--- src/rtl/eth_pkg.sv ---
// Shared Ethernet definitions: TX arbiter states and ethertype constants.
// Latency: n/a (declarations only).
// Backpressure: n/a.
package eth_pkg;

  typedef enum logic [1:0] {
    IDLE       = 2'd0,
    GRANT_WAIT = 2'd1,
    STREAM     = 2'd2,
    IFG        = 2'd3
  } tx_state_t;

  // Minimum gap between frames on the wire, expressed in bit times.
  localparam int ETH_IFG_BITS = 96;

  // Ethertypes also used by the RX classifier.
  localparam logic [15:0] ETHERTYPE_IPV4 = 16'h0800;
  localparam logic [15:0] ETHERTYPE_ARP  = 16'h0806;

  function automatic int max_int(input int a, input int b);
    return (a > b) ? a : b;
  endfunction

endpackage

--- src/rtl/rr_arbiter2.sv ---
// Two-way round-robin pick: one-hot grant from req[1:0], ties go to the source that did not win last.
// Latency: purely combinational.
// Backpressure: none; the caller decides when the pick is registered.
module rr_arbiter2 (
  input  logic [1:0] req,
  input  logic       last_winner,
  output logic [1:0] gnt
);

  // Single requester wins outright; on a tie the previous loser gets the link.
  always_comb begin
    gnt = 2'b00;
    case (req)
      2'b01:   gnt = 2'b01;
      2'b10:   gnt = 2'b10;
      2'b11:   gnt = last_winner ? 2'b01 : 2'b10;
      default: gnt = 2'b00;
    endcase
  end

endmodule

--- src/rtl/eth_tx_arbiter.sv ---
// Merges ARP (src0) and IPv4/UDP (src1) frames onto one TX beat stream with frame-granular round robin and enforced IFG.
// Latency: one registered cycle from granted source beat to axiov/axiod; grant visible the cycle after req is sampled.
// Backpressure: none on the beat stream; sources hold req (level) until granted, and requests during IFG simply wait.
module eth_tx_arbiter
  import eth_pkg::*;
#(
  parameter int N             = 2,
  parameter int IFG_CYCLES    = ETH_IFG_BITS / N,
  parameter int START_TIMEOUT = 64
) (
  input  logic         clk,
  input  logic         rst,
  input  logic         src0_req,
  input  logic         src0_axiiv,
  input  logic [N-1:0] src0_axiid,
  input  logic         src1_req,
  input  logic         src1_axiiv,
  input  logic [N-1:0] src1_axiid,
  output logic [1:0]   gnt,
  output logic         axiov,
  output logic [N-1:0] axiod,
  output logic         busy,
  output logic         timeout_pulse
);

  localparam int CW = $clog2(max_int(IFG_CYCLES, START_TIMEOUT)) + 1;

  localparam logic [CW-1:0] CNT_MAX  = '1;
  localparam logic [CW-1:0] TO_LAST  = CW'(START_TIMEOUT - 1);
  localparam logic [CW-1:0] IFG_LAST = CW'(IFG_CYCLES - 1);

  tx_state_t     state;
  logic          last_winner;
  logic [CW-1:0] wait_cnt;
  logic [CW-1:0] ifg_cnt;
  logic [1:0]    pick;

  logic          sel_req;
  logic          sel_vld;
  logic [N-1:0]  sel_dat;

  rr_arbiter2 u_rr (
    .req         ({src1_req, src0_req}),
    .last_winner (last_winner),
    .gnt         (pick)
  );

  // Only the granted source is visible downstream; the other one is masked out entirely.
  always_comb begin
    sel_req = 1'b0;
    sel_vld = 1'b0;
    sel_dat = '0;
    if (gnt[1]) begin
      sel_req = src1_req;
      sel_vld = src1_axiiv;
      sel_dat = src1_axiid;
    end else if (gnt[0]) begin
      sel_req = src0_req;
      sel_vld = src0_axiiv;
      sel_dat = src0_axiid;
    end
  end

  // Arbitration FSM with registered grant, beat mux, timeout and IFG counters.
  always_ff @(posedge clk) begin
    if (rst) begin
      state         <= IDLE;
      gnt           <= 2'b00;
      axiov         <= 1'b0;
      axiod         <= '0;
      busy          <= 1'b0;
      timeout_pulse <= 1'b0;
      last_winner   <= 1'b1;
      wait_cnt      <= '0;
      ifg_cnt       <= '0;
    end else begin
      // Beat outputs and the pulse are single-cycle unless a state below re-asserts them.
      axiov         <= 1'b0;
      axiod         <= '0;
      timeout_pulse <= 1'b0;

      case (state)
        IDLE: begin
          if (pick != 2'b00) begin
            gnt         <= pick;
            last_winner <= pick[1];
            wait_cnt    <= '0;
            busy        <= 1'b1;
            state       <= GRANT_WAIT;
          end
        end

        GRANT_WAIT: begin
          if (sel_vld) begin
            // First beat is forwarded immediately; a beat beats a simultaneous req drop.
            axiov <= 1'b1;
            axiod <= sel_dat;
            state <= STREAM;
          end else if (!sel_req) begin
            // Source withdrew before sending anything: nothing hit the wire, so no gap.
            gnt   <= 2'b00;
            busy  <= 1'b0;
            state <= IDLE;
          end else if (wait_cnt >= TO_LAST) begin
            // Stalled source loses the link; last_winner already points at it, so the other side is favoured next.
            gnt           <= 2'b00;
            busy          <= 1'b0;
            timeout_pulse <= 1'b1;
            state         <= IDLE;
          end else begin
            wait_cnt <= (wait_cnt == CNT_MAX) ? wait_cnt : wait_cnt + 1'b1;
          end
        end

        STREAM: begin
          if (sel_vld) begin
            axiov <= 1'b1;
            axiod <= sel_dat;
          end else begin
            // First idle beat marks end of frame.
            gnt     <= 2'b00;
            ifg_cnt <= '0;
            state   <= IFG;
          end
        end

        IFG: begin
          if (ifg_cnt >= IFG_LAST) begin
            busy  <= 1'b0;
            state <= IDLE;
          end else begin
            ifg_cnt <= (ifg_cnt == CNT_MAX) ? ifg_cnt : ifg_cnt + 1'b1;
          end
        end

        default: begin
          gnt   <= 2'b00;
          busy  <= 1'b0;
          state <= IDLE;
        end
      endcase
    end
  end

endmodule
--- config.mk ---
export PLATFORM = sky130hd
export DESIGN_NAME = eth_tx_arbiter
export DESIGN_NICKNAME = d
export VERILOG_FILES = /design/src/rtl/eth_pkg.sv /design/src/rtl/rr_arbiter2.sv /design/src/rtl/eth_tx_arbiter.sv
export SDC_FILE = /design/constraint.sdc
export NUM_CORES = 1
export LEC_CHECK = 0
export CAP_MARGIN = 20
export CORE_MARGIN = 2
export CORE_UTILIZATION = 54
export DETAILED_ROUTE_END_ITERATION = 7
export GPL_TIMING_DRIVEN = 0
export PLACE_DENSITY_LB_ADDON = 0.2
export SLEW_MARGIN = 10
export SYNTH_ARGS = -nofsm -noshare
export SYNTH_HDL_FRONTEND = slang
export SYNTH_SLANG_ARGS = --single-unit
--- constraint.sdc ---
create_clock -name clk -period 2.28 [get_ports clk]
set_clock_uncertainty 0.05 [all_clocks]
set_input_delay 0.228 -clock clk [delete_from_list [all_inputs] [get_ports clk]]
set_output_delay 0.228 -clock clk [all_outputs]
set_load 0.02 [all_outputs]
==> After elaboration in Yosys (flattened, before gate mapping) <==
Index checks and enable logic that the tools add are counted.
{ "classes": {"magnitude_cmp": 2, "n_mul": 0, "reduce_logical": 16, "bitwise": 4, "div": 0, "n_shift": 0, "n_addsub": 2, "n_eq_ne": 19, "n_mux": 37} }
{ "ops": {"columns": ["operator", "count"], "rows": [
  ["$mux W7", 8],
  ["$pmux W7 S2", 2],
  ["$mux W2", 12],
  ["$ne A2 B2 Y1 const B", 9],
  ["$add A7 B1 Y7 const B", 2],
  ["$eq A7 B7 Y1 const B", 2],
  ["$ge A7 B6 Y1 const B", 2],
  ["$pmux W2 S3", 2],
  ["$mux W1", 11],
  ["$reduce_and A5 Y1", 2],
  ["$eq A2 B2 Y1 const B", 4],
  ["$pmux W2 S4", 1],
  ["$reduce_and A4 Y1", 2],
  ["$reduce_and A6 Y1", 1],
  ["$reduce_bool A2 Y1", 3],
  ["$reduce_bool A3 Y1", 2],
  ["$eq A2 B1 Y1 const B", 2],
  ["$ne A4 B4 Y1 const B", 1],
  ["$not A1 Y1", 4],
  ["$reduce_or A2 Y1", 2],
  ["$reduce_or A4 Y1", 1],
  ["$ne A3 B3 Y1 const B", 1],
  ["$pmux W1 S3", 1],
  ["$reduce_or A3 Y1", 1],
  ["2 further kinds", 2]
]} }
{ "word_totals": {"latch_bits": 0, "ram_bits": 0, "input_bits": 10, "memories": 0, "reg_bits": 24, "out_inout_bits": 7, "romBits": 0} }

==> Logic depth before layout (Yosys ltp) <==
{ "logic_depth": {"ltp_word": 6, "mapped_depth": 8} }

==> Modules after synthesis <==
A second synthesis with hierarchy kept.
{ "unflattened": {"hier_cells": 162, "hier_area_um2": 1448.9} }
{ "modules_own_cells": {"columns": ["mod", "area_per_inst_um2", "n_inst", "cells_per_inst", "seq_area_each_um2"], "rows": [
  ["eth_tx_arbiter", 1430.1, 1, 159, 480.5],
  ["rr_arbiter2", 18.8, 1, 3, 0.0]
]} }

==> Worst setup path before layout <==
Ideal clock, no wire load.
{ "synth_timing": {"kind": "register to register", "from": "register state[0]", "to": "register ifg_cnt[3]", "path_buffers": 2, "synth_period_minus_slack_ps": 1918, "path_stages_with_launch": 8, "arrival_time_ps": 1793, "required_time_ps": 2156, "setup_slack_ps": 362, "setup_time_ps": 74, "cell_sequence": "dfxtp_1 ha_1 clkbuf_1 o22ai_1 or2_1 buf_2 or4_1 a31oi_1"} }
{ "synth_between": {"elab_chain_cells": 3, "elab_cells_between_ends": 8, "classes_between": "eq/ne: 5; mux: 1; reduce/logical: 2"} }
{ "synth_lines": {"columns": ["element", "line", "text"], "rows": [
  ["start: declaration", "eth_tx_arbiter.sv:32", "tx_state_t state;"],
  ["start signal: assignment", "eth_tx_arbiter.sv:67", "state <= IDLE;"],
  ["start signal: assignment", "eth_tx_arbiter.sv:89", "state <= GRANT_WAIT;"],
  ["start signal: assignment", "eth_tx_arbiter.sv:98", "state <= STREAM;"],
  ["$eq A2 B2 Y1", "eth_tx_arbiter.sv:82", "case (state)"],
  ["$ne A2 B2 Y1 (no source line) or $reduce_bool A2 Y1 (tied branches)", null, null],
  ["$reduce_and A4 Y1 (no source line)", null, null],
  ["end signal: assignment", "eth_tx_arbiter.sv:132", "ifg_cnt <= (ifg_cnt == CNT_MAX) ? ifg_cnt : ifg_cnt + 1'b1;"],
  ["end: declaration", "eth_tx_arbiter.sv:35", "logic [CW-1:0] ifg_cnt;"]
]} }
Several ways; a longest one is shown, not always the timed one.
A chain may end at the register's enable or synchronous reset.

==> Worst setup path in the final report <==
Same ends and word-level chain as after synthesis.

==> flow_summary.json <==
{
  "status": "finished, final reports clean",
  "portBuffers": 16,
  "drive_gt1_share_pct": 5.028,
  "seq_area_frac_synth_pct": 36.26,
  "slew_headroom_pct": 68.55,
  "worst_pin_slew_ns": 0.4718,
  "num_io_pins": 17,
  "rows": 17,
  "synth_cells": 160,
  "p_leak_nw": 0.5883,
  "core_um2": 2276,
  "die_width_um": 53.54,
  "clk_latency_ns": 0.33,
  "finalCritPeriodShare_pct": 92.78,
  "cts-root-buf": "clkbuf_4",
  "final_cells": 207,
  "setup_viol": 0,
  "gp_congestion": 0.9713,
  "syn_area_um2": 1325,
  "vias": 1341,
  "power.density_nw_per_um2": 584.8,
  "hpwl_mm": 2.229,
  "ys_warn_count": 0,
  "cts_hold_buf": 0,
  "finalSetupTns_ns": 0,
  "post-route-min-period_ns": 2.115,
  "die_h_um": 53.54,
  "fmax_mhz": 472.7,
  "grt_pass1_wl_mm": 5.416,
  "cp.arrival_ns": 2.33,
  "ys_seq_elements": 24,
  "async_flop_share_pct": 0,
  "cp_cell_sequence": "inv_1 > ha_1 > a21boi_2 > or2_1 > buf_2 > or4_1 > a31oi_1",
  "cp_data_required_time_ns": 2.50,
  "crit_slowest_cell": "or4_1",
  "hold_viol_final": 0,
  "syn2layout_area_growth_pct": 19.07,
  "clock_path_buffers": 2,
  "final_common_cell": "dfxtp_1",
  "slowest_delay_ns": 0.46,
  "antenna_found_initial": 0,
  "routedWlPerCell_um": 15.25,
  "most-common-layout-cells": "24 x dfxtp_1, 16 x clkdlybuf4s50_1, 14 x a21oi_1",
  "grt_pass1_vias": 1243,
  "syn_area_per_cell_um2": 8.281,
  "dp.cells": 204,
  "cp-start-kind": "flip-flop",
  "critPathCaptureType": "flip-flop",
  "drc": 0,
  "htree_levels": 1,
  "firstDrtPassIters": 6,
  "overflow": 0,
  "numCtsBuffers": 3,
  "clk_pin_slew_worst_paths_ns": 0.14,
  "synthFlopType": "dfxtp_1",
  "vias_per_cell": 6.478,
  "ir_drop_v": 0.0003493,
  "syn_nets": 177,
  "antenna_cells": 0,
  "die_area_um2": 2866,
  "grt_usage_pct": 26.22,
  "start_util_pct": 58.22,
  "max-cap-violations": 0,
  "yosysUniqueCellTypes": 42,
  "hp-class": "flip-flop to flip-flop",
  "drt_wl_total_mm": 3.156,
  "ant_nets": 0,
  "synth-edff-count": 0,
  "initialDrtViolationCount": 82,
  "fin_nets": 197,
  "clock-sinks": 24,
  "cts_tree": "yes",
  "slew_viol_final": 0,
  "path_class": "flip-flop to flip-flop",
  "grt_max_degree": 15,
  "worstPathMaxFanout": 9
}
==> where the power goes <==
group	switching, mW	internal [mW]
clock network	0.138	0.178
registers	0.0126	0.431
logic	0.0926	0.0705
total	0.243	0.680
==> per-stage QoR <==
stage | cell area [um2] | worst slack (ns) | hold slack [ns] | utilization [%] | power, mW
2_1_floorplan | 1325 | 0.3623 | 0.2501 | - | 0.5524
3_3_place_gp | 1520 | 0.1128 | 0.4188 | 66.79 | 0.6054
6_report | 1578 | 0.1645 | 0.4472 | 69.32 | 0.9227
4_1_cts | 1573 | 0.02506 | 0.4433 | 69.10 | 0.9264
5_1_grt | 1578 | -0.02216 | 0.4643 | 69.32 | 0.9625
3_5_place_dp | 1520 | 0.09891 | 0.4258 | 66.79 | 0.6095
==> worst max-delay path, delay by kind of cell, from the launching register on <==
family,cells,cell delay [ns]
fa+ha+maj,1,0.25
compound gates,2,0.36
buf+inv,2,0.27
simple gates,2,0.68
flops,1,0.45
==> per-layer routing <==
metal  vias up  wire length (um)  GRT usage [%]
li1        647                 -              -
met1       619              1469          34.90
met2        66              1384          40.12
met3         9               239          4.722
met4         0                63          14.53
met5         -                 0              0
==> state kept, by name, summed over array words and instances, names as in the netlist, named ones only <==
signal	cells
ifg_cnt	7
gnt	2
state	1
timeout_pulse	1
axiov	1
axiod	2
wait_cnt	7
busy	1
last_winner	1
==> cell families after synthesis <==
family                     synth area share, %
AOI/OAI and AO/OA                        23.51
adders and majority gates                6.610
and+or+nand+nor                          27.67
buffers and inverters                    4.438
DFF                                      36.26
muxes                                    1.511
==> worst paths after layout <==
kind | to | startpoint | depth (start not counted) | slack, ns
worst max register to register | ifg_cnt[3]$_SDFFE_PP0P_ | state[0]$_SDFFE_PP0P_ | 7 | 0.16
worst max-delay path | ifg_cnt[3]$_SDFFE_PP0P_ | state[0]$_SDFFE_PP0P_ | 7 | 0.16
worst min-delay path | wait_cnt[5]$_SDFFE_PP0P_ | wait_cnt[5]$_SDFFE_PP0P_ | 1 | 0.45
worst min register to register | wait_cnt[5]$_SDFFE_PP0P_ | wait_cnt[5]$_SDFFE_PP0P_ | 1 | 0.45
==> cell usage after synthesis (2+ instances only) <==
library cell	count	area, um2
buf_2	2	10.01
a222oi_1	3	30.03
nor3_1	5	25.02
nand3b_1	2	15.01
dfxtp_1	24	480.5
ha_1	7	87.58
o21bai_1	2	15.01
nand4_1	4	25.02
inv_1	10	37.54
nand2_1	13	48.80
or3_1	2	12.51
a21o_1	2	15.01
o41ai_1	3	26.28
nand3_1	10	50.05
and3_1	4	25.02
nand2b_1	2	12.51
o311ai_0	2	17.52
a22oi_1	2	15.01
or4_1	5	37.54
o22ai_1	3	18.77
clkbuf_1	3	11.26
a21oi_1	15	75.07
mux2i_1	2	20.02
o21ai_0	6	30.03
nor3b_1	4	30.03
nor2_1	7	26.28
==> final cells by class <==
| cell class | instances | area, um2 |
|---|---|---|
| Sequential cell | 24 | 480.5 |
| Multi-Input combinational cell | 121 | 794.5 |
| Fill cell | 186 | 698.2 |
| Timing Repair Buffer | 16 | 160.2 |
| Clock buffer | 3 | 22.52 |
| Inverter | 10 | 37.54 |
| Clock inverter | 1 | 30.03 |
| Buffer | 4 | 17.52 |
| Tap cell | 28 | 35.03 |
==> what timing repair did <==
item | in CTS | in global routing
endpoints found under the hold margin | 0 | 0
buffers inserted | 0 | 0
resized for setup | 0 | 2
setup endpoints to repair | 0 | 11
Note: power is estimated with default switching activity, not from simulation.
